===== config.mk =====
export PLATFORM = sky130hd
export DESIGN_NAME = pll_freq_sched
export DESIGN_NICKNAME = d
export VERILOG_FILES = /design/src/rtl/pll_freq_sched.sv
export SDC_FILE = /design/constraint.sdc
export NUM_CORES = 1
export LEC_CHECK = 0
export BUFFER_PORTS_ARGS = -buffer_cell sky130_fd_sc_hd__clkbuf_2
export CAP_MARGIN = 20
export CORE_ASPECT_RATIO = 1.4
export CORE_MARGIN = 2
export CORE_UTILIZATION = 40
export DETAILED_ROUTE_END_ITERATION = 10
export GPL_TIMING_DRIVEN = 0
export REMOVE_ABC_BUFFERS = 1
export SLEW_MARGIN = 20
export SYNTH_ARGS = -nofsm -noshare
export SYNTH_HDL_FRONTEND = slang
export SYNTH_SLANG_ARGS = --single-unit

===== constraint.sdc =====
create_clock -name clock_50_i -period 2.6 [get_ports clock_50_i]
set_input_delay 0.26 -clock clock_50_i [delete_from_list [all_inputs] [get_ports clock_50_i]]
set_output_delay 0.26 -clock clock_50_i [all_outputs]
set_load 0.01 [all_outputs]

===== src/rtl/pll_freq_sched.sv =====
// -----------------------------------------------------------------------------
// pll_freq_sched
//
// Frequency-step scheduler for the SDRAM memory-test PLL. Decodes step-up,
// step-down and auto-sweep requests into a slot index (pos), then walks the
// pll_reconfig core through ROM load, reconfigure (with timeout) and PLL
// re-lock.
//
// Optional build macro: PLL_SCHED_RETRY_EN
//   defined   : the first RUN timeout resets the reconfig core and retries
//               once from LOAD; timeout_err is set only if the retry also
//               times out.
//   undefined : a RUN timeout resets the core, sets timeout_err and goes on
//               to wait for lock.
//
// Ports
//   clock_50_i      in   system clock
//   RESET           in   synchronous, active-high reset
//   req_up          in   pulse: step to a faster slot (pos-1)
//   req_down        in   pulse: step to a slower slot (pos+1)
//   req_auto        in   pulse: toggle auto-sweep
//   auto_step       in   level: tester saw pass and fail; advance in auto mode
//   pll_busy        in   busy from pll_reconfig
//   pll_locked      in   PLL locked (already synchronised)
//   pos[3:0]        out  current slot index (0 = fastest)
//   auto            out  auto-sweep active
//   write_from_rom  out  one-cycle pulse to pll_reconfig
//   reconfig        out  one-cycle pulse to pll_reconfig
//   reconfig_reset  out  one-cycle pulse resetting a stuck pll_reconfig
//   recfg           out  high while a reconfiguration is in progress
//   done            out  one-cycle pulse when a reconfiguration completes
//   timeout_err     out  sticky; set on timeout, cleared by next accepted request
//   state_dbg[2:0]  out  current FSM state (debug visibility)
//
// Handshake: requests are single-cycle pulses sampled on the rising edge; the
// pll_reconfig strobes are single-cycle pulses, and completion is reported by
// a single-cycle done pulse on the same edge that recfg falls. All outputs are
// registered.
// -----------------------------------------------------------------------------
module pll_freq_sched #(
  parameter int NUM_POS   = 11,
  parameter int INIT_POS  = 7,
  parameter int TIMEOUT   = 1000,
  parameter int LOCK_WAIT = 256
) (
  input  logic       clock_50_i,
  input  logic       RESET,
  input  logic       req_up,
  input  logic       req_down,
  input  logic       req_auto,
  input  logic       auto_step,
  input  logic       pll_busy,
  input  logic       pll_locked,
  output logic [3:0] pos,
  output logic       auto,
  output logic       write_from_rom,
  output logic       reconfig,
  output logic       reconfig_reset,
  output logic       recfg,
  output logic       done,
  output logic       timeout_err,
  output logic [2:0] state_dbg
);

  typedef enum logic [2:0] {
    S_IDLE      = 3'd0,
    S_LOAD      = 3'd1,
    S_SCAN      = 3'd2,
    S_WAIT_BUSY = 3'd3,
    S_KICK      = 3'd4,
    S_RUN       = 3'd5,
    S_LOCK      = 3'd6
  } state_t;

  typedef enum logic [1:0] {
    R_NONE = 2'd0,
    R_UP   = 2'd1,
    R_DOWN = 2'd2,
    R_AUTO = 2'd3
  } req_t;

  localparam int CW  = $clog2(TIMEOUT + 1);
  localparam int LWW = $clog2(LOCK_WAIT + 1);

  localparam logic [3:0]     LAST_POS = 4'(NUM_POS - 1);
  localparam logic [3:0]     INIT_VAL = 4'(INIT_POS);
  localparam logic [CW-1:0]  TO_VAL   = CW'(TIMEOUT);
  localparam logic [CW-1:0]  TO_LAST  = CW'(2);
  localparam logic [LWW-1:0] LW_LAST  = LWW'(LOCK_WAIT - 1);

  state_t         state;
  req_t           pend_kind;
  logic           pend_valid;
  logic [CW-1:0]  run_cnt;
  logic [LWW-1:0] lock_cnt;
`ifdef PLL_SCHED_RETRY_EN
  logic           retried;
`endif

  // Request decode (only consumed in IDLE)
  req_t       btn_req;
  req_t       eff_req;
  logic       accept;
  logic [3:0] pos_nxt;
  logic       auto_nxt;

  always_comb begin
    btn_req = R_NONE;
    if (req_auto)      btn_req = R_AUTO;
    else if (req_down) btn_req = R_DOWN;
    else if (req_up)   btn_req = R_UP;

    // A fresh button press is newer than anything pended during the last run.
    eff_req = btn_req;
    if (btn_req == R_NONE && pend_valid) eff_req = pend_kind;

    accept   = 1'b0;
    pos_nxt  = pos;
    auto_nxt = auto;
    case (eff_req)
      R_AUTO: begin
        accept = 1'b1;
        if (auto) begin
          auto_nxt = 1'b0;
        end else begin
          auto_nxt = 1'b1;
          pos_nxt  = 4'd0;
        end
      end
      R_DOWN: begin
        if (pos < LAST_POS) begin
          accept   = 1'b1;
          pos_nxt  = pos + 4'd1;
          auto_nxt = 1'b0;
        end
      end
      R_UP: begin
        if (pos != 4'd0) begin
          accept   = 1'b1;
          pos_nxt  = pos - 4'd1;
          auto_nxt = 1'b0;
        end
      end
      default: begin
        // auto_step is a level, never pended; only honoured here in IDLE.
        if (auto_step && auto && (pos < LAST_POS)) begin
          accept  = 1'b1;
          pos_nxt = pos + 4'd1;
        end
      end
    endcase
  end

  always_ff @(posedge clock_50_i) begin
    if (RESET) begin
      state          <= S_IDLE;
      pos            <= INIT_VAL;
      auto           <= 1'b0;
      write_from_rom <= 1'b0;
      reconfig       <= 1'b0;
      reconfig_reset <= 1'b0;
      recfg          <= 1'b0;
      done           <= 1'b0;
      timeout_err    <= 1'b0;
      pend_valid     <= 1'b0;
      pend_kind      <= R_NONE;
      run_cnt        <= '0;
      lock_cnt       <= '0;
`ifdef PLL_SCHED_RETRY_EN
      retried        <= 1'b0;
`endif
    end else begin
      write_from_rom <= 1'b0;
      reconfig       <= 1'b0;
      reconfig_reset <= 1'b0;
      done           <= 1'b0;

      // Button presses during a reconfiguration go to the one-entry slot.
      if (state != S_IDLE && btn_req != R_NONE) begin
        pend_valid <= 1'b1;
        pend_kind  <= btn_req;
      end

      case (state)
        S_IDLE: begin
          // The slot is consumed (or dropped if now out of range) here.
          pend_valid <= 1'b0;
          pend_kind  <= R_NONE;
          if (accept) begin
            pos            <= pos_nxt;
            auto           <= auto_nxt;
            timeout_err    <= 1'b0;
            write_from_rom <= 1'b1;
            recfg          <= 1'b1;
            state          <= S_LOAD;
`ifdef PLL_SCHED_RETRY_EN
            retried        <= 1'b0;
`endif
          end
        end
        S_LOAD: state <= S_SCAN;
        S_SCAN: state <= S_WAIT_BUSY;
        S_WAIT_BUSY: begin
          if (!pll_busy) begin
            reconfig <= 1'b1;
            state    <= S_KICK;
          end
        end
        S_KICK: begin
          run_cnt <= TO_VAL;
          state   <= S_RUN;
        end
        S_RUN: begin
          run_cnt <= run_cnt - CW'(1);
          // run_cnt still equal to TO_VAL means this is the first RUN cycle.
          if (run_cnt != TO_VAL && !pll_busy) begin
            lock_cnt <= '0;
            state    <= S_LOCK;
          end else if (run_cnt == TO_LAST) begin
            reconfig_reset <= 1'b1;
`ifdef PLL_SCHED_RETRY_EN
            if (!retried) begin
              retried        <= 1'b1;
              write_from_rom <= 1'b1;
              state          <= S_LOAD;
            end else begin
              timeout_err <= 1'b1;
              lock_cnt    <= '0;
              state       <= S_LOCK;
            end
`else
            timeout_err <= 1'b1;
            lock_cnt    <= '0;
            state       <= S_LOCK;
`endif
          end
        end
        S_LOCK: begin
          if (!pll_locked) begin
            lock_cnt <= '0;
          end else if (lock_cnt == LW_LAST) begin
            lock_cnt <= '0;
            done     <= 1'b1;
            recfg    <= 1'b0;
            state    <= S_IDLE;
          end else begin
            lock_cnt <= lock_cnt + LWW'(1);
          end
        end
        default: begin
          recfg <= 1'b0;
          state <= S_IDLE;
        end
      endcase
    end
  end

  assign state_dbg = state;

endmodule


# Word level (Yosys, flattened, before mapping)
# Cells that the tools add are included.
# op_classes
reduce_logical	28
mux	42
bitwise	6
n_lt_le_gt_ge	1
n_eq_ne	22
n_addsub	4
# op_table
op	count
two-way mux 9 bit	4
case mux 3 bit (7 select lines)	1
case mux 10 bit (2 select lines)	1
two-way mux 3 bit	6
!= test 2 bit (second input constant)	9
case mux 9 bit (2 select lines)	1
two-way mux 1 bit	17
two-way mux 4 bit	4
case mux 4 bit (3 select lines)	1
== test 10 x 2 -> 1 bit (second input constant)	1
!= test 10 bit (second input constant)	1
AND reduction 5 bit	2
subtractor 10 x 1 -> 10 bit (second input constant)	1
adder 9 x 1 -> 9 bit (second input constant)	1
== test 3 bit (second input constant)	3
== test 9 x 8 -> 1 bit (second input constant)	1
case mux 1 bit (3 select lines)	3
AND reduction 4 bit	2
nonzero test 2 bit	4
nonzero test 4 bit	2
== test 3 x 2 -> 1 bit (second input constant)	2
two-way mux 2 bit	3
inverter 1 bit	6
AND reduction 6 bit	1
17 further kinds	26
# word_totals
inputBits	8
regBits	36
wordCells	116
output_inout_bits	14

# Longest topological paths before layout
# depth
depth_word	10
depth_mapped	10
ltp_nobuf	10

# Worst setup path before layout
# Ideal clock, no wire load.
# synth_timing
path_kind	reg2reg
startpoint	register pend_kind[1]
endpoint	register pos[3]
arrival_time_ps	2247
setup_slack_ps	231
required_time_ps	2478
stages_incl_launch_ff	10
n_path_buf	0
period_less_slack_ps	2369
setup_time_ps	122
path_cell_list	dfxtp_1 nor2b_1 a211oi_1 ha_1 ha_1 a21o_1 a21oi_1 xnor2_1 a2111oi_0 a311o_1
# synth_between
elab_chain_cells	4
word_cells_on_any_way	11
cone_classes	eq/ne (6); mux (3); reduce/logical (2)
# synth_lines
element	line_no	text
start: declaration	92	req_t pend_kind;
start signal: assignment	181	pend_kind <= btn_req;
two-way mux 2 bit *	115	if (btn_req == R_NONE && pend_valid) eff_req = pend_kind;
== test 2 x 1 -> 1 bit or == test 2 bit (tied branches)	120	case (eff_req)
case mux 1 bit (3 select lines) (tied with other cells)	120	
AND reduction 6 bit (no line)	--	
end signal: assignment	190	pos <= pos_nxt;
end: declaration	54	output logic [3:0] pos,
# Every way passes the cells marked *; elsewhere a longest branch is shown, timed or not.
# A chain may end at the register's enable or synchronous reset.

# Worst setup path in the final report
# layout_timing
startpoint	register pend_kind[1]
endpoint	register pos[0]
# Same word-level chain as after synthesis.

==> reports/metrics.cfg <==
[global_route]
grt_use_total_pct=15.6
antenna_found_initial=0
grt_pass1_wl_um=6890
grt_max_degree=31
gr-total-overflow=0
grt_pass1_vias=1573

[detailed_routing]
drc=0
avgRoutedWirePerCell_um=13.0
wirelength_um=4160
drtPass1Iterations=4
drtAntennaViolNets=0
num_vias=1740
drt_iter0_markers=70
via_per_inst=5.45

[sta]
maxSlewViolCount=0
finalSetupTns_ns=0
setup_viol=0
tightest_slew_ns=0.634
fmax_mhz=409
rsz0062_at_grt=yes
finalCritPeriodShare_pct=94.1
skew_ns=0.00711
min_period_ns=2.45
finalHoldViolations=0
maxSlewHeadroom_pct=57.8

[critical_path]
slowest_delay_ns=0.34
end_kind=flip-flop
worstPathCellList=nor2b_1 > a211oi_2 > ha_2 > o21bai_1 > a221oi_4 > nand3_2 > or2_1 > a221o_1
startpoint_type=flip-flop
required_ns=2.78
critPathKind=reg -> reg
cp_max_fo=8
arrival_ns=2.63
crit_slowest_cell=ha_2

[yosys]
syn_area_sq_um=2010
synth-async-reset-ratio_pct=0
yosys.area.top_type=dfxtp_1
muxShareOfSynthArea_pct=0.994
synth-seq-cells=36
synth-warning-count=0
ys_seq_area_share_pct=35.8
yosysUniqueCellTypes=55
synth_top_family_by_area=simple AND/OR/NAND/NOR gates
synth-compound-area-share_pct=21.8
synthAdderAreaFrac_pct=6.59
synth-edff-count=0
postSynthAreaPerCell_sq_um=8.53
synth-simple-area-share_pct=27.7
ys_top_cells_by_area=dfxtp_1, ha_1, a21oi_1
synth_cells=236
synth_top_area_share_pct=35.8
synthFlopType=dfxtp_1
synth-xor-area-share_pct=3.48

[final_layout]
syn_to_final_growth_pct=12.6
final_cell_mix=dfxtp_1, a21oi_1, clkbuf_2
nets=273
fin_util_pct=46.8
antennaDiodeCount=0
drive_above_1_share_pct=15.7
stdcell_area_sq_um=2270
layout_commonest_cell=dfxtp_1
fin_cells=319

[power_and_ir_drop]
p_per_area_nw_per_um2=610
power_mw=1.38
p_leak_nw=0.843
peakVddDrop_mv=0.405

[clock_tree]
cts-htree-levels=2
clk_pin_slew_ns=0.07
post_cts_buffers=0
root_buffer=clkbuf_8
cts_buffer_depth=2
insertion_delay_ns=0.29
cts_sinks=36
cts_tree=yes
hold_buffers=0
numCtsBuffers=5

[place]
placed_cells=312
dp_hpwl_um=2960
placed_cell_area_sq_um=2160
gp_congestion=0.743
port_buffers=21

[die]
start_util_pct=41.6
rows=30
die_h_um=87.9
die_w_um=64.0
fp.coreArea_sq_um=4840
dieArea_sq_um=5620
ios=22

[job]
max-cap-violations=0

[worst_hold_path]
hold_class=in -> reg

[run_status]
run_status=finished, final reports clean

area by class of cell:
type                    count  area [sq um]
well taps                  64          80.1
multi-input cells         181          1230
repair buffers             21           105
flip-flops and latches     36           721
clock buffers               7          96.3
fillers                   491          2570
inverters                  10          37.5
worst paths after layout:
path                              startpoint      endpoint  slack, ns  cells past startpoint
worst max-delay path            pend_kind[1]        pos[0]       0.15                      8
worst min-delay path                req_auto  pend_kind[0]       0.26                      2
worst max register to register  pend_kind[1]        pos[0]       0.15                      8
worst min register to register   timeout_err   timeout_err       0.46                      2
critical path, delay by kind of cell, from the launching register on:
kind | cells | cell delay [ns]
adders and majority gates | 1 | 0.34
AOI/OAI and AO/OA | 4 | 1.15
DFF | 1 | 0.29
and+or+nand+nor | 3 | 0.56
what timing repair did:
| action | in CTS | in global routing |
|---|---|---|
| resized for setup | 1 | 2 |
| pin swaps | 0 | 1 |
| endpoints found under the setup margin | 3 | 4 |
report_power, final:
| part | switching [mW] | internal, mW |
|---|---|---|
| logic | 0.156 | 0.143 |
| registers | 0.0606 | 0.592 |
| clock network | 0.195 | 0.236 |
| total | 0.412 | 0.971 |
state kept, by name, indices dropped and copies added, names as in the netlist, 2 cells and up:
| signal | count |
|---|---|
| state_dbg | 3 |
| lock_cnt | 9 |
| pend_kind | 2 |
| run_cnt | 10 |
| pos | 4 |
synthesized netlist by cell type (3+ instances only):
| master | n |
|---|---|
| a211oi_1 | 3 |
| a21oi_1 | 22 |
| a311oi_1 | 3 |
| a31oi_1 | 3 |
| and3_1 | 8 |
| clkbuf_1 | 6 |
| dfxtp_1 | 36 |
| ha_1 | 9 |
| inv_1 | 10 |
| nand2_1 | 18 |
| nand2b_1 | 7 |
| nand3_1 | 8 |
| nand3b_1 | 3 |
| nor2_1 | 16 |
| nor2b_1 | 5 |
| nor3_1 | 12 |
| o211a_1 | 3 |
| o21ai_0 | 8 |
| or3_1 | 3 |
| xnor2_1 | 5 |
| xor2_1 | 3 |
cell families (layout without fill, tap and decap cells):
family,Yosys count,after routing
muxes,2,2
DFF,36,36
adders and majority gates,10,10
AOI/OAI and AO/OA,62,62
buffers and inverters,19,38
xor gates and xnor gates,8,8
and+or+nand+nor,99,99
per-stage QoR:
stage	hold WS (ns)	worst slack, ns
after floorplan	0.329	0.231
after CTS	0.240	0.0194
after detailed placement	0.454	-0.0777
after global placement	0.446	-0.0516
after global routing	0.262	-0.0298
final	0.261	0.152
routing by layer:
layer	routed length [um]	part of all wire, %	global-route usage, %	up-vias
li1	-	-	-	901
met1	1900	46	18.0	805
met2	2060	49	27.3	28
met3	128	3.1	3.86	6
met4	73	1.8	6.52	0
met5	0	0	0	-
Power figures use the tool's default switching activity.
